File: src/rtl/cpu_pkg.sv
// Shared CPU definitions: opcodes, sequencer states, datapath mux/ALU encodings.
// Pure declarations, no logic; used by both the single-cycle decoder and the multicycle sequencer.
// No flow control of its own.
package cpu_pkg;

    localparam int OP_W    = 4;
    localparam int ALUOP_W = 3;

    localparam logic [OP_W-1:0] OP_NOP  = 4'h0;
    localparam logic [OP_W-1:0] OP_ST   = 4'h3;
    localparam logic [OP_W-1:0] OP_ADD  = 4'h4;
    localparam logic [OP_W-1:0] OP_INC  = 4'h5;
    localparam logic [OP_W-1:0] OP_NEG  = 4'h6;
    localparam logic [OP_W-1:0] OP_SUB  = 4'h7;
    localparam logic [OP_W-1:0] OP_J    = 4'h8;
    localparam logic [OP_W-1:0] OP_BRZ  = 4'h9;
    localparam logic [OP_W-1:0] OP_JM   = 4'hA;
    localparam logic [OP_W-1:0] OP_BRN  = 4'hB;
    localparam logic [OP_W-1:0] OP_LD   = 4'hE;
    localparam logic [OP_W-1:0] OP_SVPC = 4'hF;

    localparam logic [1:0] PC_SRC_INC = 2'd0;
    localparam logic [1:0] PC_SRC_RS  = 2'd1;
    localparam logic [1:0] PC_SRC_MEM = 2'd2;

    localparam logic [ALUOP_W-1:0] ALU_PASS = 3'd0;
    localparam logic [ALUOP_W-1:0] ALU_ADDK = 3'd1;
    localparam logic [ALUOP_W-1:0] ALU_NEG  = 3'd2;
    localparam logic [ALUOP_W-1:0] ALU_ADD  = 3'd3;
    localparam logic [ALUOP_W-1:0] ALU_SUB  = 3'd4;

    typedef enum logic [2:0] {
        ST_FETCH  = 3'd0,
        ST_DECODE = 3'd1,
        ST_EXEC   = 3'd2,
        ST_MEM    = 3'd3,
        ST_WB     = 3'd4
    } state_t;

    // JM reads memory for its target, so it is a memory-class op
    typedef enum logic [2:0] {
        CLS_NOP     = 3'd0,
        CLS_ALU     = 3'd1,
        CLS_BRANCH  = 3'd2,
        CLS_MEM     = 3'd3,
        CLS_JUMP    = 3'd4,
        CLS_ILLEGAL = 3'd5
    } op_class_t;

    typedef struct packed {
        op_class_t            cls;
        logic [ALUOP_W-1:0]   alu_op;
        logic                 alu_src;
        logic                 alu_flags;
    } op_info_t;

endpackage

File: src/rtl/op_classify.sv
// Opcode classifier: class, ALU operation, ALU B-source and flag-update qualifier.
// Purely combinational, zero latency.
// No flow control.
module op_classify
    import cpu_pkg::*;
(
    input  logic [OP_W-1:0] op,
    output op_info_t        info
);

    always_comb begin
        info.cls       = CLS_ILLEGAL;
        info.alu_op    = ALU_PASS;
        info.alu_src   = 1'b0;
        info.alu_flags = 1'b0;
        case (op)
            OP_NOP:  info.cls = CLS_NOP;
            OP_ST,
            OP_LD,
            OP_JM:   info.cls = CLS_MEM;
            OP_J:    info.cls = CLS_JUMP;
            OP_BRZ,
            OP_BRN:  info.cls = CLS_BRANCH;
            OP_ADD: begin
                info.cls       = CLS_ALU;
                info.alu_op    = ALU_ADD;
                info.alu_flags = 1'b1;
            end
            OP_INC: begin
                info.cls       = CLS_ALU;
                info.alu_op    = ALU_ADDK;
                info.alu_src   = 1'b1;
                info.alu_flags = 1'b1;
            end
            OP_NEG: begin
                info.cls       = CLS_ALU;
                info.alu_op    = ALU_NEG;
                info.alu_flags = 1'b1;
            end
            OP_SUB: begin
                info.cls       = CLS_ALU;
                info.alu_op    = ALU_SUB;
                info.alu_flags = 1'b1;
            end
            // SVPC saves PC+1 into a register and leaves z/n untouched
            OP_SVPC: begin
                info.cls     = CLS_ALU;
                info.alu_op  = ALU_ADDK;
                info.alu_src = 1'b1;
            end
            default: info.cls = CLS_ILLEGAL;
        endcase
    end

endmodule

File: src/rtl/multicycle_ctrl.sv
// Multicycle sequencer: walks each instruction through FETCH/DECODE/EXEC/MEM/WB.
// Latency 2 (J/NOP), 3 (branch), 4 (ALU/SVPC/ST/JM), 5 (LD) cycles plus memory wait.
// Memory req held until ack; run=0 parks in FETCH once no fetch is outstanding.
module multicycle_ctrl
    import cpu_pkg::*;
#(
    parameter int OPW    = OP_W,
    parameter int ALUOPW = ALUOP_W
)
(
    input  logic              clk,
    input  logic              rst_n,
    input  logic              run,
    input  logic [31:0]       ir,
    input  logic              z,
    input  logic              n,
    input  logic              mem_ack,
    output logic              mem_req,
    output logic              mem_we,
    output logic              addr_sel,
    output logic              ir_we,
    output logic              pc_we,
    output logic [1:0]        pc_src,
    output logic              rf_we,
    output logic              rf_wsel,
    output logic              alu_src,
    output logic [ALUOPW-1:0] alu_op,
    output logic              flag_we,
    output logic              illegal,
    output logic              busy
);

    logic [OPW-1:0] op;
    logic           ir_unused;
    op_info_t       info;
    state_t         state, state_nxt;
    logic           armed;
    logic           req_pend;
    logic           req_live;
    logic           ack;

    assign op        = ir[31 -: OPW];
    assign ir_unused = ^ir[31-OPW:0];

    op_classify u_classify (
        .op   (op),
        .info (info)
    );

    // armed keeps every output low for the first cycle out of reset, so an ack
    // left over from before reset cannot be taken as a fetch completion
    assign req_live = armed && ((state == ST_FETCH && (run || req_pend)) || state == ST_MEM);
    assign ack      = req_live && mem_ack;

    always_ff @(posedge clk or negedge rst_n) begin
        if (!rst_n) begin
            state    <= ST_FETCH;
            armed    <= 1'b0;
            req_pend <= 1'b0;
        end else begin
            state    <= state_nxt;
            armed    <= 1'b1;
            req_pend <= req_live && !mem_ack;
        end
    end

    always_comb begin
        state_nxt = state;
        case (state)
            ST_FETCH:  if (ack) state_nxt = ST_DECODE;
            ST_DECODE: begin
                case (info.cls)
                    CLS_ALU, CLS_BRANCH, CLS_MEM: state_nxt = ST_EXEC;
                    default:                      state_nxt = ST_FETCH;
                endcase
            end
            ST_EXEC: begin
                case (info.cls)
                    CLS_ALU: state_nxt = ST_WB;
                    CLS_MEM: state_nxt = ST_MEM;
                    default: state_nxt = ST_FETCH;
                endcase
            end
            ST_MEM:    if (ack) state_nxt = (op == OP_LD) ? ST_WB : ST_FETCH;
            ST_WB:     state_nxt = ST_FETCH;
            default:   state_nxt = ST_FETCH;
        endcase
    end

    always_comb begin
        mem_req  = req_live;
        mem_we   = 1'b0;
        addr_sel = 1'b0;
        ir_we    = 1'b0;
        pc_we    = 1'b0;
        pc_src   = PC_SRC_INC;
        rf_we    = 1'b0;
        rf_wsel  = 1'b0;
        alu_src  = 1'b0;
        alu_op   = ALU_PASS;
        flag_we  = 1'b0;
        illegal  = 1'b0;
        busy     = (state != ST_FETCH) || req_live;
        case (state)
            ST_FETCH: begin
                if (ack) begin
                    ir_we = 1'b1;
                    pc_we = 1'b1;
                end
            end
            ST_DECODE: begin
                if (info.cls == CLS_JUMP) begin
                    pc_we  = 1'b1;
                    pc_src = PC_SRC_RS;
                end
                illegal = (info.cls == CLS_ILLEGAL);
            end
            ST_EXEC: begin
                case (info.cls)
                    CLS_ALU: begin
                        alu_op  = info.alu_op;
                        alu_src = info.alu_src;
                        flag_we = info.alu_flags;
                    end
                    CLS_BRANCH: begin
                        pc_src = PC_SRC_RS;
                        pc_we  = (op == OP_BRN) ? n : z;
                    end
                    CLS_MEM: addr_sel = 1'b1;
                    default: ;
                endcase
            end
            ST_MEM: begin
                addr_sel = 1'b1;
                mem_we   = (op == OP_ST);
                if (ack && op == OP_JM) begin
                    pc_we  = 1'b1;
                    pc_src = PC_SRC_MEM;
                end
            end
            ST_WB: begin
                rf_we   = 1'b1;
                rf_wsel = (op == OP_LD);
            end
            default: ;
        endcase
    end

endmodule

File: config.mk
export PLATFORM = sky130hd
export DESIGN_NAME = multicycle_ctrl
export DESIGN_NICKNAME = d
export VERILOG_FILES = /design/src/rtl/cpu_pkg.sv /design/src/rtl/op_classify.sv /design/src/rtl/multicycle_ctrl.sv
export SDC_FILE = /design/constraint.sdc
export NUM_CORES = 1
export LEC_CHECK = 0
export ABC_AREA = 1
export BUFFER_PORTS_ARGS = -buffer_cell sky130_fd_sc_hd__buf_2
export CORE_MARGIN = 5
export CORE_UTILIZATION = 32
export CTS_CLUSTER_DIAMETER = 80
export DETAILED_ROUTE_END_ITERATION = 10
export PLACE_DENSITY = 0.8
export SYNTH_ARGS = -nofsm -noshare
export SYNTH_HDL_FRONTEND = slang
export SYNTH_SLANG_ARGS = --single-unit
export TNS_END_PERCENT = 1
File: constraint.sdc
create_clock -name clk -period 1.19 [get_ports clk]
set_input_delay 0.238 -clock clk [delete_from_list [all_inputs] [get_ports clk]]
set_output_delay 0.238 -clock clk [all_outputs]
set_load 0.005 [all_outputs]
==> results.sh <==
export IMPL_status="complete, but fails checks"
export IMPL_violations="setup timing"
export IMPL_cp_arrival_ns=1.38
export IMPL_cts_buffers=3
export IMPL_overflow=0
export IMPL_num_rows=15
export IMPL_irDropWorstVdd_uv=581
export IMPL_setup_viol=19
export IMPL_design_die_area_um2=2730
export IMPL_maxSlewViolCount=0
export IMPL_yosys_top_cells_area="dfrtp_1, nand2_1, inv_1"
export IMPL_synth_distinct_cells=21
export IMPL_cp_required_ns=0.95
export IMPL_gp_congestion=0.870
export IMPL_clock_path_buffers=2
export IMPL_boundaryPins=54
export IMPL_cts_root_buf="clkbuf_4"
export IMPL_place_area_um2=905
export IMPL_hp_class="input pin to register"
export IMPL_yosys_register_bits=5
export IMPL_routedWlPerCell_um=10.5
export IMPL_fin_total_pwr_mw=1.66
export IMPL_cts_tree="done"
export IMPL_holdWs_ns=0.231
export IMPL_core_area_um2=1710
export IMPL_max_freq_mhz=616
export IMPL_initial_core_util_pct=33.5
export IMPL_period_minus_slack_ns=1.62
export IMPL_first_pass_iters=4
export IMPL_antenna_cells=0
export IMPL_clock_skew_ns=0.00624
export IMPL_drt_wl_total_um=1890
export IMPL_timing_final_ws_setup_ns=-0.432
export IMPL_drc_errors=0
export IMPL_insertion_delay_ns=0.25
export IMPL_path_clk_slew_ns=0.05
export IMPL_dpl_hpwl_um=1490
export IMPL_drive_gt1_share_pct=55.1
export IMPL_vias_per_cell=4.50
export IMPL_final_util_pct=61.0
export IMPL_fp_dieW_um=52.3
export IMPL_drv_cap=0
export IMPL_pwr_density_cell_nw_per_um2=1600
export IMPL_syn_num_nets=137
export IMPL_io_buffers=25
export IMPL_layout_worst_path_cycle_share_pct=136
export IMPL_syn_area_per_cell_um2=5.78
export IMPL_ys_warn_count=0
export IMPL_crit_type="register to output pin"
export IMPL_crit_fanout=4
export IMPL_synthesis_area_um2=572
export IMPL_seq_area_frac_synth_pct=21.9
export IMPL_antenna_found_initial=0
export IMPL_rsz0062_at_grt="yes"
export IMPL_htree_levels=1
export IMPL_syn_inst=99
export IMPL_die_h_um=52.3
export IMPL_drtAntennaViolNets=0
export IMPL_cts_sinks=5
export IMPL_grt_pass1_vias=775
export IMPL_leakage_nw=0.616
export IMPL_grt_pass1_wl_um=3070
export IMPL_worstSetupEndpointType="output pin"
export IMPL_yosysTopAreaCell="dfrtp_1"
export IMPL_area_delta_synth_final_pct=82.1
export IMPL_start_kind="register"
export IMPL_vias=815
export IMPL_fin_nets=195
export IMPL_final_cell_mix="buf_4, nand2_1, buf_2"
export IMPL_grt_max_degree=6
export IMPL_hold_violations=0
export IMPL_first_iter_violations=18
export IMPL_rrSetupSlack_ns=-0.12
export IMPL_synth_top_area_share_pct=21.9
export IMPL_pre_cts_ws_ns=-0.241
export IMPL_final_area_um2=1040
export IMPL_layout_commonest_cell="buf_4"
export IMPL_grt_usage_pct=15.5
-- sequential cells by signal (all words and copies together) (netlist names) --
register	cells
armed	1
state	3
req_pend	1
-- worst max-delay path, cell delays in order (launching register included) --
cell	delay, ns
dfrtp_2	0.41
buf_6	0.13
nand3_4	0.11
nand2_2	0.09
nand2_4	0.07
nor2_4	0.09
nand2_2	0.06
nor2_2	0.07
buf_2	0.11
-- what timing repair did --
action,CTS,global route
endpoints found under the setup margin,19,20
hold buffers,1,0
buffers inserted,2,2
gates cloned,0,0
hold endpoints to repair,5,0
resized for setup,6,14
pin swaps,4,6
-- final cells by class --
cell class / count / area, µm²
Fill cell: 153 / 667
Multi-Input combinational cell: 70 / 422
Timing Repair Buffer: 53 / 342
Sequential cell: 5 / 128
Inverter: 24 / 92.6
Tap cell: 25 / 31.3
Clock buffer: 4 / 26.3
-- kinds of logic after synthesis --
kind of cell	Yosys count	synth area share, %
simple gates	63	54.9
buf+inv	24	15.8
compound gates	6	6.78
flops	5	21.9
other cells	1	0.656
-- report_power, final --
| group | internal [mW] | total, mW | switching, mW | leakage [nW] |
|---|---|---|---|---|
| Clock | 0.127 | 0.199 | 0.0725 | 0.0150 |
| Sequential | 0.223 | 0.292 | 0.0688 | 0.0623 |
| Combinational | 0.554 | 1.17 | 0.618 | 0.538 |
| Total | 0.904 | 1.66 | 0.759 | 0.616 |
-- worst paths after layout --
check	startpoint	endpoint	cells after the start
max reg2reg	state[1]	state[1]	9
min	mem_ack	req_pend	2
max	state[1]	pc_src[1]	8
min reg2reg	armed	req_pend	2
min in group asynchronous	rst_n	armed	2
max in group asynchronous	rst_n	state[1]	2
-- layer usage --
metal	routed length [µm]	global-route usage, %	up-vias
met5	0	0	-
met4	50	8.94	0
met3	90	3.13	4
met2	1090	30.1	27
met1	662	14.7	363
li1	-	-	421
-- per-stage QoR --
step	TNS, ns	cells
6_report	-5.74	181
2_1_floorplan	-0.123	99
4_1_cts	-5.68	179
3_5_place_dp	-1.99	172
5_1_grt	-7.38	181
3_3_place_gp	-1.51	172
-- synth_stat cells, drive strengths merged --
| cell type | instances |
|---|---|
| nor3 | 5 |
| a211oi | 1 |
| dfrtp | 5 |
| a21oi | 1 |
| inv | 24 |
| nand2 | 31 |
| o21bai | 1 |
| nor2 | 11 |
| conb | 1 |
| o21ai | 3 |
| nand4 | 5 |
| nand3 | 11 |
No activity file was read; power rests on OpenSTA's default activity.
